<file path="config.mk">
export PLATFORM = sky130hd
export DESIGN_NAME = ring_osc_trim_seq
export DESIGN_NICKNAME = d
export VERILOG_FILES = /design/src/rtl/ring_osc_trim_seq.sv
export SDC_FILE = /design/constraint.sdc
export NUM_CORES = 1
export LEC_CHECK = 0
export ABC_AREA = 1
export CAP_MARGIN = 20
export CELL_PAD_IN_SITES_DETAIL_PLACEMENT = 1
export CELL_PAD_IN_SITES_GLOBAL_PLACEMENT = 1
export CORE_ASPECT_RATIO = 1.5
export CORE_MARGIN = 3
export CORE_UTILIZATION = 40
export CTS_BUF_LIST = sky130_fd_sc_hd__clkbuf_4 sky130_fd_sc_hd__clkbuf_8
export CTS_CLUSTER_SIZE = 24
export DETAILED_ROUTE_END_ITERATION = 12
export GPL_TIMING_DRIVEN = 0
export PLACE_DENSITY = 0.8
export RECOVER_POWER = 100
export SYNTH_ARGS = -nofsm -noshare
export SYNTH_HDL_FRONTEND = slang
export SYNTH_SLANG_ARGS = --single-unit
export TNS_END_PERCENT = 1
</file>
<file path="constraint.sdc">
create_clock -name clock -period 3.2 [get_ports clock]
set_input_delay 0.48 -clock clock [delete_from_list [all_inputs] [get_ports clock]]
set_output_delay 0.48 -clock clock [all_outputs]
set_load 0.02 [all_outputs]
</file>
<file path="src/rtl/ring_osc_trim_seq.sv">
// rtl/ring_osc_trim_seq.sv - ring oscillator trim sequencer: start kick, then
// one-count-at-a-time slew of a thermometer trim vector toward a binary target.
module ring_osc_trim_seq #(
  parameter int NSTAGES     = 13,
  parameter int TRIM_LEVELS = 2,
  parameter int KICK_CYCLES = 4,
  parameter int STEP_DIV    = 8,
  localparam int NT         = NSTAGES * TRIM_LEVELS,
  localparam int CW         = $clog2(NT + 1)
) (
  input  logic          clock,
  input  logic          reset,
  input  logic          enable,
  input  logic [CW-1:0] tgt_code,
  input  logic          tgt_valid,
  output logic          tgt_ready,
  output logic          osc_reset,
  output logic [NT-1:0] trim,
  output logic [CW-1:0] cur_code,
  output logic          busy,
  output logic          locked,
  output logic          clamp_err
);

  localparam int PW = (STEP_DIV > 1) ? $clog2(STEP_DIV) : 1;
  localparam int KW = (KICK_CYCLES > 1) ? $clog2(KICK_CYCLES) : 1;

  typedef enum logic [1:0] {S_OFF, S_KICK, S_RAMP, S_HOLD} state_t;

  state_t        state;
  logic [CW-1:0] tgt_reg;
  logic [PW-1:0] prescaler;
  logic [KW-1:0] kick_cnt;

  logic          accept;
  logic          over_range;
  logic [CW-1:0] tgt_clamped;
  logic [CW-1:0] tgt_eff;
  logic          step;
  logic [CW-1:0] code_nxt;

  // Bit i is set when i < c, so level 0 fills across all stages before level 1.
  function automatic logic [NT-1:0] therm(input logic [CW-1:0] c);
    logic [NT-1:0] t;
    for (int i = 0; i < NT; i++) begin
      t[i] = (i < int'(c));
    end
    return t;
  endfunction

  // A target arriving on a step edge steers that step, so the ramp can never
  // settle in HOLD against a stale target.
  always_comb begin
    accept      = tgt_valid && tgt_ready;
    over_range  = (tgt_code > CW'(NT));
    tgt_clamped = over_range ? CW'(NT) : tgt_code;
    tgt_eff     = accept ? tgt_clamped : tgt_reg;
    step        = (prescaler == PW'(STEP_DIV - 1));
    code_nxt    = cur_code;
    if (!enable || state == S_OFF || state == S_KICK) begin
      code_nxt = '0;
    end else if (state == S_RAMP && step) begin
      if (cur_code < tgt_eff) begin
        code_nxt = cur_code + CW'(1);
      end else if (cur_code > tgt_eff) begin
        code_nxt = cur_code - CW'(1);
      end
    end
  end

  always_ff @(posedge clock or posedge reset) begin
    if (reset) begin
      state     <= S_OFF;
      osc_reset <= 1'b1;
      trim      <= '0;
      cur_code  <= '0;
      tgt_reg   <= '0;
      prescaler <= '0;
      kick_cnt  <= '0;
      busy      <= 1'b0;
      locked    <= 1'b0;
      clamp_err <= 1'b0;
      tgt_ready <= 1'b1;
    end else begin
      cur_code <= code_nxt;
      trim     <= therm(code_nxt);
      if (accept) begin
        tgt_reg <= tgt_clamped;
      end
      if (!enable) begin
        clamp_err <= 1'b0;
      end else if (accept && over_range) begin
        clamp_err <= 1'b1;
      end

      if (!enable) begin
        state     <= S_OFF;
        osc_reset <= 1'b1;
        prescaler <= '0;
        busy      <= 1'b0;
        locked    <= 1'b0;
        tgt_ready <= 1'b1;
      end else begin
        case (state)
          S_OFF: begin
            state     <= S_KICK;
            kick_cnt  <= KW'(KICK_CYCLES - 1);
            osc_reset <= 1'b1;
            busy      <= 1'b1;
            locked    <= 1'b0;
            tgt_ready <= 1'b0;
          end
          S_KICK: begin
            if (kick_cnt == '0) begin
              state     <= S_RAMP;
              osc_reset <= 1'b0;
              prescaler <= '0;
              tgt_ready <= 1'b1;
            end else begin
              kick_cnt <= kick_cnt - KW'(1);
            end
          end
          S_RAMP: begin
            if (step) begin
              prescaler <= '0;
              if (cur_code == tgt_eff) begin
                state  <= S_HOLD;
                busy   <= 1'b0;
                locked <= 1'b1;
              end
            end else begin
              prescaler <= prescaler + PW'(1);
            end
          end
          S_HOLD: begin
            if (accept && tgt_clamped != cur_code) begin
              state     <= S_RAMP;
              prescaler <= '0;
              busy      <= 1'b1;
              locked    <= 1'b0;
            end
          end
          default: begin
            state <= S_OFF;
          end
        endcase
      end
    end
  end

endmodule
</file>
==> results by group, run 1 <==
Status
  • Status: finished, violations left
  • Failing checks: max-capacitance violations, max-slew violations

Critical path
  • Worst-path maximum fanout: 9
  • Cell family with most CP delay: simple AND/OR/NAND/NOR gates
  • Critical path class: input pin to register
  • CP most frequent cell: nand2_2
  • Critical path, cell by cell: clkdlybuf4s50_1 -> nand2_2 -> inv_2 -> or2_2 -> o21ai_0 -> ha_1 -> nand2_2 -> inv_1 -> nand2_2 -> nand3_4 -> nand2_1 -> nand4_2 -> nand3_4 -> nand2_1 -> inv_1 -> o211ai_1
  • Crit start category: input pin
  • Buf/Inv on CP: 4
  • WP data arrival: 3.16 ns
  • WP data required: 3.38 ns
  • Critical path endpoint category: register
  • Slowest-stage cell, CP: clkdlybuf4s50_1
  • Largest stage delay, worst path: 0.42 ns

Layout
  • Share of layout cells above drive strength 1: 0.152
  • Diode count: 0
  • Synth-to-layout area growth: 27.4%
  • Fillers: 714
  • Post-route insts no fill: 407
  • Fin nets: 353
  • Largest register FFs: 26

Synth
  • Synth Instances: 282
  • Post-Syn Area per Cell: 8.67 µm²
  • Asr flop ratio synth: 1.00
  • Top cell type by total area after synthesis: dfrtp_1
  • Ys flop type: dfrtp_1
  • Register bit total from synthesis: 47
  • Post-synth EDFFs: 0
  • Synth area leaders: dfrtp_1 (46%), nand2_1 (11%), inv_1 (5.2%)
  • Distinct cells, synth: 37
  • Syn Nets: 301
  • Yosys top cell area share: 0.461
  • Sequential share of the synthesized area: 0.482
  • Post-synthesis cell area: 0.00244 mm²
  • Synth warn: 0

Detailed routing
  • Average vias per placed instance: 5.10
  • DRT Pass-1 Iters: 4
  • Drt first-iter violations: 85
  • Vias: 2074
  • Average wire per standard cell: 15.2 µm
  • Routed wire length: 6.17 mm
  • DRC violations left: 0
  • Final ANT Viol Nets: 0

Placed design
  • Final GP Congestion: 0.836
  • Post-DP HPWL: 4.85 mm
  • Pre-CTS setup slack: -0.249 ns
  • Number of buffers added on ports: 44
  • Dpl cells: 399

Clock network
  • TritonCTS clock tree: yes
  • Clock Sinks: 47
  • Skew-Pair Late Insertion Delay: 0.30 ns
  • Clk root buf: clkbuf_8
  • Clock Path Buffers: 2
  • Cts bufs inserted: 5
  • Clock Pin Slew Worst Setup and Hold Paths: 0.09 ns
  • H-tree levels: 2

Floorplan
  • Die height: 102 µm
  • Die X: 69.8 µm
  • Core Area: 0.00587 mm²
  • DIE AREA: 0.00710 mm²
  • Initial cell density of the core: 0.416
  • Ports: 45
  • FP Rows: 34

Run
  • Maxcap violations: 1

Hold path
  • HP Class: register to register

Global routing
  • Global-route usage over all layers: 0.188
  • First-pass GRT wire length: 10.6 mm
  • Number of global-route vias before repair: 2330
  • Largest net degree at the start of global routing: 36
  • Total congestion overflow: 0
  • Initial antenna violation count: 0

Timing
  • Least-Margin Pin Slew: 1.87 ns
  • Setup TNS: 0 ns
  • Setup ws final: 0.222 ns
  • Fmax: 0.336 GHz
  • Final slew viol count: 36
  • RSZ-0062 raised after global routing: no
  • Final worst-path cycle share: 0.931
  • Clock skew: 0.00542 ns
  • Slew headroom: -0.248
  • Final Setup Violations: 0
  • Final min period: 2.98 ns
  • Final hold violations: 0

Power and ir drop
  • Leakage: 0.00178 µW
  • VDD IR max: 253 µV
  • Pwr/cell area: 518 mW/mm²
==> what timing repair did <==
item                       CTS  global route
resized for setup            0             3
setup buffers                0             0
hold buffers                 0             0
setup endpoints to repair    0            18
==> worst paths after layout <==
check | startpoint | to | slack, ns | cells past startpoint
worst max-delay path | tgt_valid | trim[2]$_DFF_PP0_ | 0.22 | 16
worst min-delay path | osc_reset$_DFFE_PP1P_ | osc_reset$_DFFE_PP1P_ | 0.48 | 2
worst max register to register | tgt_ready$_DFFE_PP1P_ | trim[2]$_DFF_PP0_ | 0.31 | 16
worst min register to register | osc_reset$_DFFE_PP1P_ | osc_reset$_DFFE_PP1P_ | 0.48 | 2
max in group asynchronous | reset | trim[13]$_DFF_PP0_ | 0.46 | 3
min in group asynchronous | reset | prescaler[1]$_DFFE_PP0P_ | 0.63 | 2
==> Yosys cell counts (2+ instances only) <==
| cell type | instances |
|---|---|
| a21oi_1 | 6 |
| a31oi_1 | 2 |
| dfrtp_1 | 45 |
| dfstp_2 | 2 |
| ha_1 | 10 |
| inv_1 | 34 |
| inv_2 | 9 |
| nand2_1 | 70 |
| nand2_2 | 9 |
| nand2_4 | 2 |
| nand3_1 | 16 |
| nand3_2 | 4 |
| nand3_4 | 3 |
| nand4_1 | 6 |
| nand4_2 | 3 |
| nor2_1 | 21 |
| nor2_2 | 2 |
| nor2_4 | 2 |
| o21ai_0 | 10 |
| o21ai_1 | 5 |
| o21bai_1 | 2 |
| or2_2 | 4 |
==> cells by family (layout without fill, tap and decap cells) <==
logic type                 count (synthesis)  count (layout)  synth area share
adders and majority gates                 10              10            0.0512
xor gates and xnor gates                   1               1           0.00358
muxes                                      1               1           0.00410
buffers and inverters                     47             100            0.0753
and+or+nand+nor                          144             144             0.303
DFF                                       47              47             0.482
AOI/OAI and AO/OA                         32              32            0.0804
==> routing by layer <==
metal | vias to the layer above | track usage | part of all wire
met1 | 1026 | 0.215 | 0.41
met4 | 0 | 0.0634 | 0.018
met3 | 7 | 0.0367 | 0.029
met2 | 35 | 0.348 | 0.54
met5 | - | 0 | 0
li1 | 1006 | - | -
==> per-stage QoR <==
stage | util | hold slack, ns | power, µW | area (µm²)
3_5_place_dp | 0.510 | 0.480 | 1110 | 2990
5_1_grt | 0.530 | 0.525 | 1720 | 3110
3_3_place_gp | 0.507 | 0.458 | 1080 | 2970
2_1_floorplan | - | 0.446 | 973 | 2440
4_1_cts | 0.534 | 0.449 | 1640 | 3130
6_report | 0.530 | 0.481 | 1610 | 3110
==> final cells by class <==
cell class                      instances  area, µm²  share of cell area
Buffer                                  2       12.5             0.00402
Clock buffer                            5       68.8              0.0221
Clock inverter                          3       71.3              0.0229
Inverter                               45        171              0.0550
Multi-Input combinational cell        188       1080               0.346
Sequential cell                        47       1180               0.378
Tap cell                               72       90.1              0.0289
Timing Repair Buffer                   45        444               0.143
==> worst min-delay path, cell delays in order, from the launching register on <==
cell and delay [ns]:
dfstp_2 0.37, o21ai_0 0.06, nand2_1 0.05
==> cell usage in the layout, fill, tap and decap left out, types with 2 or more instances in the layout <==
master | netlist | routed
or2_2 | 4 | 4
bufinv_16 | 0 | 2
inv_2 | 9 | 8
nand3_1 | 16 | 16
nor2_4 | 2 | 2
ha_1 | 10 | 10
dfstp_2 | 2 | 2
nand3_2 | 4 | 4
clkdlybuf4s50_1 | 0 | 6
nand2_2 | 9 | 9
dfrtp_1 | 45 | 45
dlygate4sd3_1 | 0 | 38
nand2_1 | 70 | 70
nand4_1 | 6 | 6
nor2_1 | 21 | 22
o21ai_1 | 5 | 4
a21oi_1 | 6 | 7
nand2_4 | 2 | 2
o21bai_1 | 2 | 2
nand3_4 | 3 | 3
clkinv_1 | 1 | 2
o21ai_0 | 10 | 12
inv_1 | 34 | 34
nand4_2 | 3 | 3
clkbuf_8 | 0 | 5
==> report_power, final <==
group	switching, µW	internal, µW	leakage (µW)
clock	215	317	0.0000703
combinational	238	131	0.00108
sequential	38.9	672	0.000624
total	492	1120	0.00178
No activity file was read; power rests on OpenSTA's default activity.
==> inputs of run 2 (changes only) <==
CORE_UTILIZATION = 36   (was 40)
PLACE_DENSITY = 0.76   (was 0.8)
clock period = 2.39 ns   (was 3.2 ns; I/O delays follow)
==> results by group, run 2 (synthesized netlist as in run 1, its figures left out) <==
Critical path
  • Crit start category: register
  • WP data arrival: 2.80 ns
  • Critical path class: register to register
  • Critical path endpoint category: register
  • WP data required: 2.60 ns
  • Worst-path maximum fanout: 4

Layout
  • Fin nets: 382
  • Share of layout cells above drive strength 1: 0.352
  • Fin area: 0.00367 mm²
  • Commonest cells after routing, fill and taps aside: nand2_1 (52), dfrtp_1 (45), clkdlybuf4s50_1 (39)
  • Synth-to-layout area growth: 50.3%
  • Post-route insts no fill: 440
  • Diode count: 0
  • Largest register FFs: 26
  • Commonest non-fill, non-tap cell in the layout: nand2_1
  • Fillers: 730

Timing
  • Setup TNS: -3.12 ns
  • Final hold violations: 0
  • RSZ-0062 raised after global routing: yes
  • Setup ws final: -0.201 ns
  • Final worst-path cycle share: 1.08
  • Clock skew: 0.00386 ns
  • Hold_ws: 0.491 ns
  • Fmax: 0.386 GHz
  • Slew headroom: 0.434
  • Final min period: 2.59 ns
  • Least-Margin Pin Slew: 0.849 ns
  • Final Setup Violations: 25
  • Final slew viol count: 0

Floorplan
  • DIE AREA: 0.00783 mm²
  • FP Rows: 36
  • Die X: 73.3 µm
  • Initial cell density of the core: 0.374
  • Ports: 45
  • Core Area: 0.00653 mm²
  • Die height: 107 µm

Clock network
  • Clock Path Buffers: 2
  • Post-CTS Hold Buffers: 0
  • TritonCTS clock tree: yes
  • Skew-Pair Late Insertion Delay: 0.31 ns
  • H-tree levels: 2
  • Cts bufs inserted: 5
  • Clock Sinks: 47
  • Clock Pin Slew Worst Setup and Hold Paths: 0.10 ns
  • Clk root buf: clkbuf_8

Detailed routing
  • Average vias per placed instance: 5.10
  • Average wire per standard cell: 17.3 µm
  • Vias: 2243
  • Final ANT Viol Nets: 0
  • Routed wire length: 7.61 mm
  • Drt first-iter violations: 56
  • DRC violations left: 0
  • DRT Pass-1 Iters: 4

Status
  • Failing checks: negative setup slack
  • Status: finished, violations left

Global routing
  • Total congestion overflow: 0
  • Initial antenna violation count: 0
  • First-pass GRT wire length: 11.3 mm
  • Global-route usage over all layers: 0.187
  • Largest net degree at the start of global routing: 36
  • Number of global-route vias before repair: 2395

Power and ir drop
  • Pwr/cell area: 639 mW/mm²
  • VDD IR max: 307 µV
  • Leakage: 0.00184 µW

Placed design
  • Final GP Congestion: 0.803
  • Pre-CTS setup slack: -0.698 ns
  • Dpl cells: 403
  • Post-DP HPWL: 4.89 mm
  • Placed cell areas: 0.00303 mm²
  • Number of buffers added on ports: 44

Run
  • Maxcap violations: 0

Hold path
  • HP Class: register to register
## run 2: critical path, stage by stage, from the launching register on
cell and delay [ns]:
dfstp_2 0.56, nand2_4 0.07, buf_4 0.16, o21ai_4 0.16, ha_4 0.25, a21oi_4 0.22, buf_4 0.17, nand4_2 0.18
nand3_2 0.14, nand2_2 0.10, nand3_4 0.11, buf_4 0.15, nand2_2 0.06, nor2_1 0.10, nor2_1 0.05
## run 2: final timing paths
| kind | slack (ns) | end | cells past startpoint | from |
|---|---|---|---|---|
| max | -0.20 | trim[10]$_DFF_PP0_ | 14 | tgt_ready$_DFFE_PP1P_ |
| min | 0.49 | tgt_reg[2]$_DFF_PP0_ | 2 | tgt_reg[2]$_DFF_PP0_ |
| max reg2reg | -0.20 | trim[10]$_DFF_PP0_ | 14 | tgt_ready$_DFFE_PP1P_ |
| min reg2reg | 0.49 | tgt_reg[2]$_DFF_PP0_ | 2 | tgt_reg[2]$_DFF_PP0_ |
| max in group asynchronous | 0.69 | trim[13]$_DFF_PP0_ | 3 | reset |
| min in group asynchronous | 0.51 | state[1]$_DFFE_PP0P_ | 2 | reset |
## run 2: stage by stage
stage	power, µW	util
after floorplan	1330	-
after global placement	1470	0.461
after detailed placement	1510	0.464
after CTS	2300	0.525
after global routing	2480	0.562
final	2350	0.562
## run 2: power breakdown
part	leakage (µW)	switching, µW	total, µW	internal (µW)
Combinational	0.00115	390	667	277
Clock	0.0000703	297	722	425
Sequential	0.000624	56.0	956	900
## run 2: area by class of cell
cell class,instances,area (µm²),share of cell area
multi-input combinational,188,1390,0.379
sequential,47,1180,0.321
timing repair buffer,74,671,0.183
inverter,45,184,0.0501
tap,76,95.1,0.0259
clock inverter,3,71.3,0.0194
clock buffer,5,68.8,0.0187
buffer,2,12.5,0.00341
## run 2: timing repair
action | CTS | global route
buffers inserted | 19 | 10
pin swaps | 26 | 20
endpoints found under the setup margin | 30 | 30
hold endpoints to repair | 0 | 0
resized for setup | 32 | 39
## run 2: metal layers
| layer | part of all wire | wire length, µm | up-vias | track usage |
|---|---|---|---|---|
| met4 | 0.031 | 238 | 0 | 0.0633 |
| met3 | 0.026 | 196 | 21 | 0.0356 |
| li1 | - | - | 1060 | - |
| met1 | 0.39 | 2950 | 1110 | 0.207 |
| met5 | 0 | 0 | - | 0 |
| met2 | 0.56 | 4230 | 52 | 0.344 |
